<file path="src/rtl/icon_pkg.sv">
// Shared definitions for the icon compositor: Iconinfo field layout, the
// transparent colour code and a width helper.
package icon_pkg;

  // Iconinfo per channel is {enable, transpose, mirror_y, mirror_x, img_sel}.
  // IMG is the bit offset of img_sel; flags are offsets above the top of img_sel.
  localparam int unsigned INFO_IMG   = 0;
  localparam int unsigned INFO_MX    = 0;
  localparam int unsigned INFO_MY    = 1;
  localparam int unsigned INFO_TR    = 2;
  localparam int unsigned INFO_EN    = 3;
  localparam int unsigned INFO_FLAGS = 4;

  localparam int unsigned TRANSPARENT = 0;

  function automatic int unsigned clog2_min1(input int unsigned n);
    return (n <= 2) ? 1 : $clog2(n);
  endfunction

endpackage

</file>
<file path="src/rtl/icon_addr_gen.sv">
// Per-channel stage 1: window check against the icon origin, orientation
// transform and the registered ROM address / hit flag.
module icon_addr_gen
  import icon_pkg::*;
#(
  parameter int unsigned DIM_LOG2  = 4,
  parameter int unsigned LOC_W     = 8,
  parameter int unsigned LOC_SHIFT = 0,
  parameter int unsigned PIX_W     = 10,
  parameter int unsigned IMG_W     = 4,
  localparam int unsigned ROM_AW   = IMG_W + 2 * DIM_LOG2
) (
  input  logic                      clk_i,
  input  logic                      rst_ni,
  input  logic [LOC_W-1:0]          loc_x_i,
  input  logic [LOC_W-1:0]          loc_y_i,
  input  logic [IMG_W+INFO_FLAGS-1:0] info_i,
  input  logic [PIX_W-1:0]          row_i,
  input  logic [PIX_W-1:0]          col_i,
  input  logic                      pix_valid_i,
  output logic [ROM_AW-1:0]         rom_addr_o,
  output logic                      hit_o
);

  localparam int unsigned PosW  = LOC_W + LOC_SHIFT;
  // One spare bit above both operands so a negative offset never aliases into the window.
  localparam int unsigned DiffW = ((PIX_W > PosW) ? PIX_W : PosW) + 1;

  logic [DiffW-1:0]    dr, dc;
  logic [DIM_LOG2-1:0] r, c, r_t, c_t;
  logic [IMG_W-1:0]    img;
  logic                en, tr, my, mx;
  logic                hit_d, hit_q;
  logic [ROM_AW-1:0]   addr_d, addr_q;

  assign img = info_i[INFO_IMG +: IMG_W];
  assign mx  = info_i[IMG_W + INFO_MX];
  assign my  = info_i[IMG_W + INFO_MY];
  assign tr  = info_i[IMG_W + INFO_TR];
  assign en  = info_i[IMG_W + INFO_EN];

  always_comb begin
    dr    = DiffW'(row_i) - (DiffW'(loc_y_i) << LOC_SHIFT);
    dc    = DiffW'(col_i) - (DiffW'(loc_x_i) << LOC_SHIFT);
    hit_d = en & pix_valid_i & ((dr >> DIM_LOG2) == '0) & ((dc >> DIM_LOG2) == '0);
    r     = dr[DIM_LOG2-1:0];
    c     = dc[DIM_LOG2-1:0];
    if (mx) c = ~c;
    if (my) r = ~r;
    if (tr) begin
      r_t = c;
      c_t = r;
    end else begin
      r_t = r;
      c_t = c;
    end
    addr_d = {img, r_t, c_t};
  end

  always_ff @(posedge clk_i or negedge rst_ni) begin
    if (!rst_ni) begin
      hit_q  <= 1'b0;
      addr_q <= '0;
    end else begin
      hit_q <= hit_d;
      // Address only moves on a hit so idle ROMs see no toggling.
      if (hit_d) addr_q <= addr_d;
    end
  end

  assign rom_addr_o = addr_q;
  assign hit_o      = hit_q;

endmodule

</file>
<file path="src/rtl/icon_compositor.sv">
// Multi-icon overlay for the VGA raster: frame-synchronous position registers,
// per-channel address generators and a fixed-priority colour resolver (3-cycle pipeline).
module icon_compositor
  import icon_pkg::*;
#(
  parameter int unsigned NUM_ICONS = 4,
  parameter int unsigned DIM_LOG2  = 4,
  parameter int unsigned LOC_W     = 8,
  parameter int unsigned LOC_SHIFT = 0,
  parameter int unsigned PIX_W     = 10,
  parameter int unsigned IMG_W     = 4,
  parameter int unsigned COLOR_W   = 2,
  localparam int unsigned ROM_AW   = IMG_W + 2 * DIM_LOG2,
  localparam int unsigned ID_W     = clog2_min1(NUM_ICONS),
  localparam int unsigned INFO_W   = IMG_W + INFO_FLAGS
) (
  input  logic                         vga_clock,
  input  logic                         reset,
  input  logic                         frame_start,
  input  logic [NUM_ICONS*LOC_W-1:0]   LocX,
  input  logic [NUM_ICONS*LOC_W-1:0]   LocY,
  input  logic [NUM_ICONS*INFO_W-1:0]  Iconinfo,
  input  logic [PIX_W-1:0]             Rowpx,
  input  logic [PIX_W-1:0]             Colpx,
  input  logic                         pix_valid,
  output logic [NUM_ICONS*ROM_AW-1:0]  rom_addr,
  input  logic [NUM_ICONS*COLOR_W-1:0] rom_data,
  output logic [COLOR_W-1:0]           icon,
  output logic [ID_W-1:0]              icon_id,
  output logic                         icon_valid
);

  logic [NUM_ICONS*LOC_W-1:0]  loc_x_q, loc_y_q;
  logic [NUM_ICONS*INFO_W-1:0] info_q;
  logic [NUM_ICONS-1:0]        hit1, hit2_q;
  logic                        valid1_q, valid2_q, icon_valid_q;
  logic [COLOR_W-1:0]          icon_d, icon_q;
  logic [ID_W-1:0]             id_d, id_q;

  always_ff @(posedge vga_clock or negedge reset) begin
    if (!reset) begin
      loc_x_q      <= '0;
      loc_y_q      <= '0;
      info_q       <= '0;
      hit2_q       <= '0;
      valid1_q     <= 1'b0;
      valid2_q     <= 1'b0;
      icon_q       <= '0;
      id_q         <= '0;
      icon_valid_q <= 1'b0;
    end else begin
      if (frame_start) begin
        loc_x_q <= LocX;
        loc_y_q <= LocY;
        info_q  <= Iconinfo;
      end
      hit2_q       <= hit1;
      valid1_q     <= pix_valid;
      valid2_q     <= valid1_q;
      icon_q       <= icon_d;
      id_q         <= id_d;
      icon_valid_q <= valid2_q;
    end
  end

  for (genvar i = 0; i < NUM_ICONS; i++) begin : g_chan
    icon_addr_gen #(
      .DIM_LOG2 (DIM_LOG2),
      .LOC_W    (LOC_W),
      .LOC_SHIFT(LOC_SHIFT),
      .PIX_W    (PIX_W),
      .IMG_W    (IMG_W)
    ) u_addr_gen (
      .clk_i      (vga_clock),
      .rst_ni     (reset),
      .loc_x_i    (loc_x_q[i*LOC_W +: LOC_W]),
      .loc_y_i    (loc_y_q[i*LOC_W +: LOC_W]),
      .info_i     (info_q[i*INFO_W +: INFO_W]),
      .row_i      (Rowpx),
      .col_i      (Colpx),
      .pix_valid_i(pix_valid),
      .rom_addr_o (rom_addr[i*ROM_AW +: ROM_AW]),
      .hit_o      (hit1[i])
    );
  end

  // Scan from lowest priority upward so the lowest opaque channel wins.
  always_comb begin
    icon_d = COLOR_W'(TRANSPARENT);
    id_d   = '0;
    for (int i = NUM_ICONS - 1; i >= 0; i--) begin
      if (hit2_q[i] && (rom_data[i*COLOR_W +: COLOR_W] != COLOR_W'(TRANSPARENT))) begin
        icon_d = rom_data[i*COLOR_W +: COLOR_W];
        id_d   = ID_W'(i);
      end
    end
  end

  assign icon       = icon_q;
  assign icon_id    = id_q;
  assign icon_valid = icon_valid_q;

endmodule

</file>
<file path="config.mk">
export PLATFORM = sky130hd
export DESIGN_NAME = icon_compositor
export DESIGN_NICKNAME = d
export VERILOG_FILES = /design/src/rtl/icon_pkg.sv /design/src/rtl/icon_addr_gen.sv /design/src/rtl/icon_compositor.sv
export SDC_FILE = /design/constraint.sdc
export NUM_CORES = 1
export LEC_CHECK = 0
export ABC_AREA = 1
export BUFFER_PORTS_ARGS = -buffer_cell sky130_fd_sc_hd__buf_2
export CAP_MARGIN = 20
export CELL_PAD_IN_SITES_DETAIL_PLACEMENT = 0
export CELL_PAD_IN_SITES_GLOBAL_PLACEMENT = 1
export CORE_UTILIZATION = 46
export CTS_CLUSTER_DIAMETER = 100
export DETAILED_ROUTE_END_ITERATION = 6
export PLACE_DENSITY = 0.92
export SLEW_MARGIN = 20
export SYNTH_ARGS = -nofsm -noshare
export SYNTH_HDL_FRONTEND = slang
export SYNTH_HIERARCHICAL = 1
export SYNTH_SLANG_ARGS = --single-unit
</file>
<file path="constraint.sdc">
create_clock -name vga_clock -period 4.4 [get_ports vga_clock]
set_input_delay 1.32 -clock vga_clock [delete_from_list [all_inputs] [get_ports vga_clock]]
set_output_delay 1.32 -clock vga_clock [all_outputs]
set_load 0.03 [all_outputs]
</file>
==> impl_metrics.toml <==
[synth]
ys_warn_count = 6
async_flop_share_pct = 100
syn_inst = 1498
synth_ff_type = "dfrtp_1"
yosysTopAreaCell = "dfrtp_1"
syn-num-nets = 1698
syn_area_um2 = 11600
synth_top_cell_area_share_pct = 34.2
synth-seq-area-share_pct = 34.2
synth_cell_types = 36
synth-edff-count = 0
postSynthAreaPerCell_um2 = 7.77
ys_ff_latch = 159
ys_top_cells_by_area = "dfrtp_1 34%, nand2_1 15%, inv_1 8.1%"

[die]
coreArea_um2 = 24600
rows = 57
start_util_pct = 47.3
die_x_um = 161
ioPinCount = 181
dieArea_um2 = 26000
die_h_um = 161

[cells_and_area]
area_growth_pct = 14.6
fin_cells = 2010
drive_above_1_share_pct = 22.6
nFillCells = 2346
fin_nets = 1872
post-route-util_pct = 54.3

[global_route]
grt_use_met1_pct = 29.3
grt_start_max_net_pins = 80
grtUsageMet3_pct = 3.88
grtUsageTotal_pct = 23.3
top_usage_layer = "met2"
antenna_found_initial = 1
grtUsageMet2_pct = 41.1
grt_overflow = 0
grt_pass1_wl_um = 48000
grt_pass1_vias = 9720

[run]
maxCapViolCount = 0

[clock_tree]
clk_latency_ps = 430
cts_post_setup_buffers_inserted = 0
cts_buffer_depth = 2
ctsHoldBuffers = 0
clock_sinks = 159
cts_buffers = 17
cts_tree = "built"
cts-htree-levels = 4
ctsResizeCount = 0
cts_root_buffer = "clkbuf_16"
clkSlewWorstSetupHoldPaths_ps = 70

[timing]
max_slew_margin_pct = 46.1
fmax_ghz = 0.295
finalCritPeriodShare_pct = 77.0
finClkSkew_ps = 8.93
setup_violations = 0
timing.setup.tns_ps = 0
tightest_slew_ps = 809
rsz0062_at_grt = "no"
period_minus_slack_ps = 3390
final_max_slew_viol_count = 0
hold_violations = 0

[route]
route.vias.total = 9969
postRouteAntennaNets = 0
wirelength_um = 29300
drt_iter0_drc = 629
drt-pass1-iter-count = 5
wl_per_cell_um = 14.6
drc = 0
vias_per_cell = 4.96

[power_and_ir_drop]
pwr_density_cell_nw_per_um2 = 347
p_leak_nw = 7.69
ir_drop_mv = 0.187

[placed_design]
dp_hpwl_um = 22500
dp.cells = 1977
place_congestion = 0.926
io_buffers = 180

[setup_path]
slowest_stage = "fa_1"
arrival_ps = 3710
worstSetupEndpointType = "register"
critical_path_class = "in2reg"
cp_cell_sequence = "buf_2 > inv_1 > ha_1 > fa_1 > inv_1 > nand2_1 > nand2_2 > nand3_1 > nand2_1 > nand2_1 > nand2_1 > nand3_2 > nor2_4 > nand3_2 > nand2_1 > nand2_1"
required_ps = 4720
crit_top_cell = "nand2_1"
critical_path.max_fanout = 13
cp_slowest_stage_delay_ps = 440
critPathLaunchType = "input port"

[outcome]
status = "finished clean"

[hold_path]
hold_class = "reg2reg"
logic make-up after synthesis:
group                      count (synthesis)  synth area share [%]
buffers and inverters                    287                  10.6
AOI/OAI and AO/OA                         74                  3.45
muxes                                     96                  10.6
adders and majority gates                 72                  8.25
DFF                                      159                  34.2
xor gates and xnor gates                  50                  3.76
and+or+nand+nor                          760                  29.2
through the flow:
stage          power (mW)  setup slack [ps]  cell area, µm²  hold slack, ps
2_1_floorplan        2.73              1320           11600             331
3_3_place_gp         3.07               628           12700             332
3_5_place_dp         3.10               574           12700             335
4_1_cts              4.67              1030           13300             350
5_1_grt              4.93               759           13400             350
6_report             4.63              1010           13400             347
cells in the final DEF (no fill, tap or decap), types with 28 or more instances in the layout:
cell type and instances:
a21oi_1 28, buf_2 178, dfrtp_1 159, ha_1 64
inv_1 252, mux2_2 56, mux2_4 40, nand2_1 465
nand3_1 124, nor2_1 68, o21ai_0 34, xnor2_1 29
state kept, by name (all words and copies together) (netlist names):
| signal | count |
|---|---|
| valid1_q | 1 |
| loc_x_q | 32 |
| loc_y_q | 32 |
| icon_valid | 1 |
| icon_id | 2 |
| info_q | 32 |
| g_chan.u_addr_gen/hit_o | 4 |
| g_chan.u_addr_gen/rom_addr_o | 48 |
| valid2_q | 1 |
| icon | 2 |
| hit2_q | 4 |
routing by layer:
layer	up-vias	wire length, µm
met4	0	437
met3	32	1310
met5	-	0
met1	4648	13200
li1	5053	-
met2	236	14400
where the power goes:
group,total (mW),internal [mW],switching [mW]
sequential,1.64,1.56,0.0817
combinational,1.44,0.572,0.867
clock,1.55,0.916,0.632
critical path: cells and delay by family:
kind | cells | cell delay (ps)
buf+inv | 3 | 320
simple gates | 11 | 1400
fa+ha+maj | 2 | 650
synthesized netlist by cell type (9+ instances only):
| cell | instances |
|---|---|
| nand3_1 | 124 |
| buf_6 | 9 |
| mux2_2 | 56 |
| nor2_4 | 10 |
| o21ai_0 | 34 |
| nand2_1 | 465 |
| dfrtp_1 | 159 |
| xnor2_1 | 29 |
| nor2_2 | 10 |
| nand4_1 | 21 |
| nand3_2 | 14 |
| nor3_1 | 10 |
| nor2_1 | 68 |
| a21oi_1 | 28 |
| ha_1 | 64 |
| xor2_1 | 21 |
| mux2_4 | 40 |
| inv_1 | 252 |
| nand2_2 | 19 |
worst paths after layout:
path,from,endpoint,slack [ps],cells past startpoint
worst max-delay path,Colpx[0],g_chan[2].u_addr_gen/rom_addr_o[10]$_DFFE_PN0P_,1010,16
worst min-delay path,g_chan[0].u_addr_gen/hit_o$_DFF_PN0_,hit2_q[0]$_DFF_PN0_,350,0
worst max register to register,loc_x_q[24]$_DFFE_PN0P_,g_chan[3].u_addr_gen/rom_addr_o[7]$_DFFE_PN0P_,1740,13
worst min register to register,g_chan[0].u_addr_gen/hit_o$_DFF_PN0_,hit2_q[0]$_DFF_PN0_,350,0
max in group asynchronous,reset,g_chan[2].u_addr_gen/rom_addr_o[3]$_DFFE_PN0P_,2540,2
min in group asynchronous,reset,info_q[26]$_DFFE_PN0P_,930,1
layout make-up:
type                            count  area (µm²)  area share [%]
Inverter                          259         972            7.28
Clock buffer                       21         450            3.37
Timing Repair Buffer              183         957            7.17
Sequential cell                   159        3980            29.8
Tap cell                          324         405            3.04
Clock inverter                     11         155            1.16
Antenna cell                        1        2.50          0.0187
Multi-Input combinational cell   1052        6430            48.2
Power figures use the tool's default switching activity.
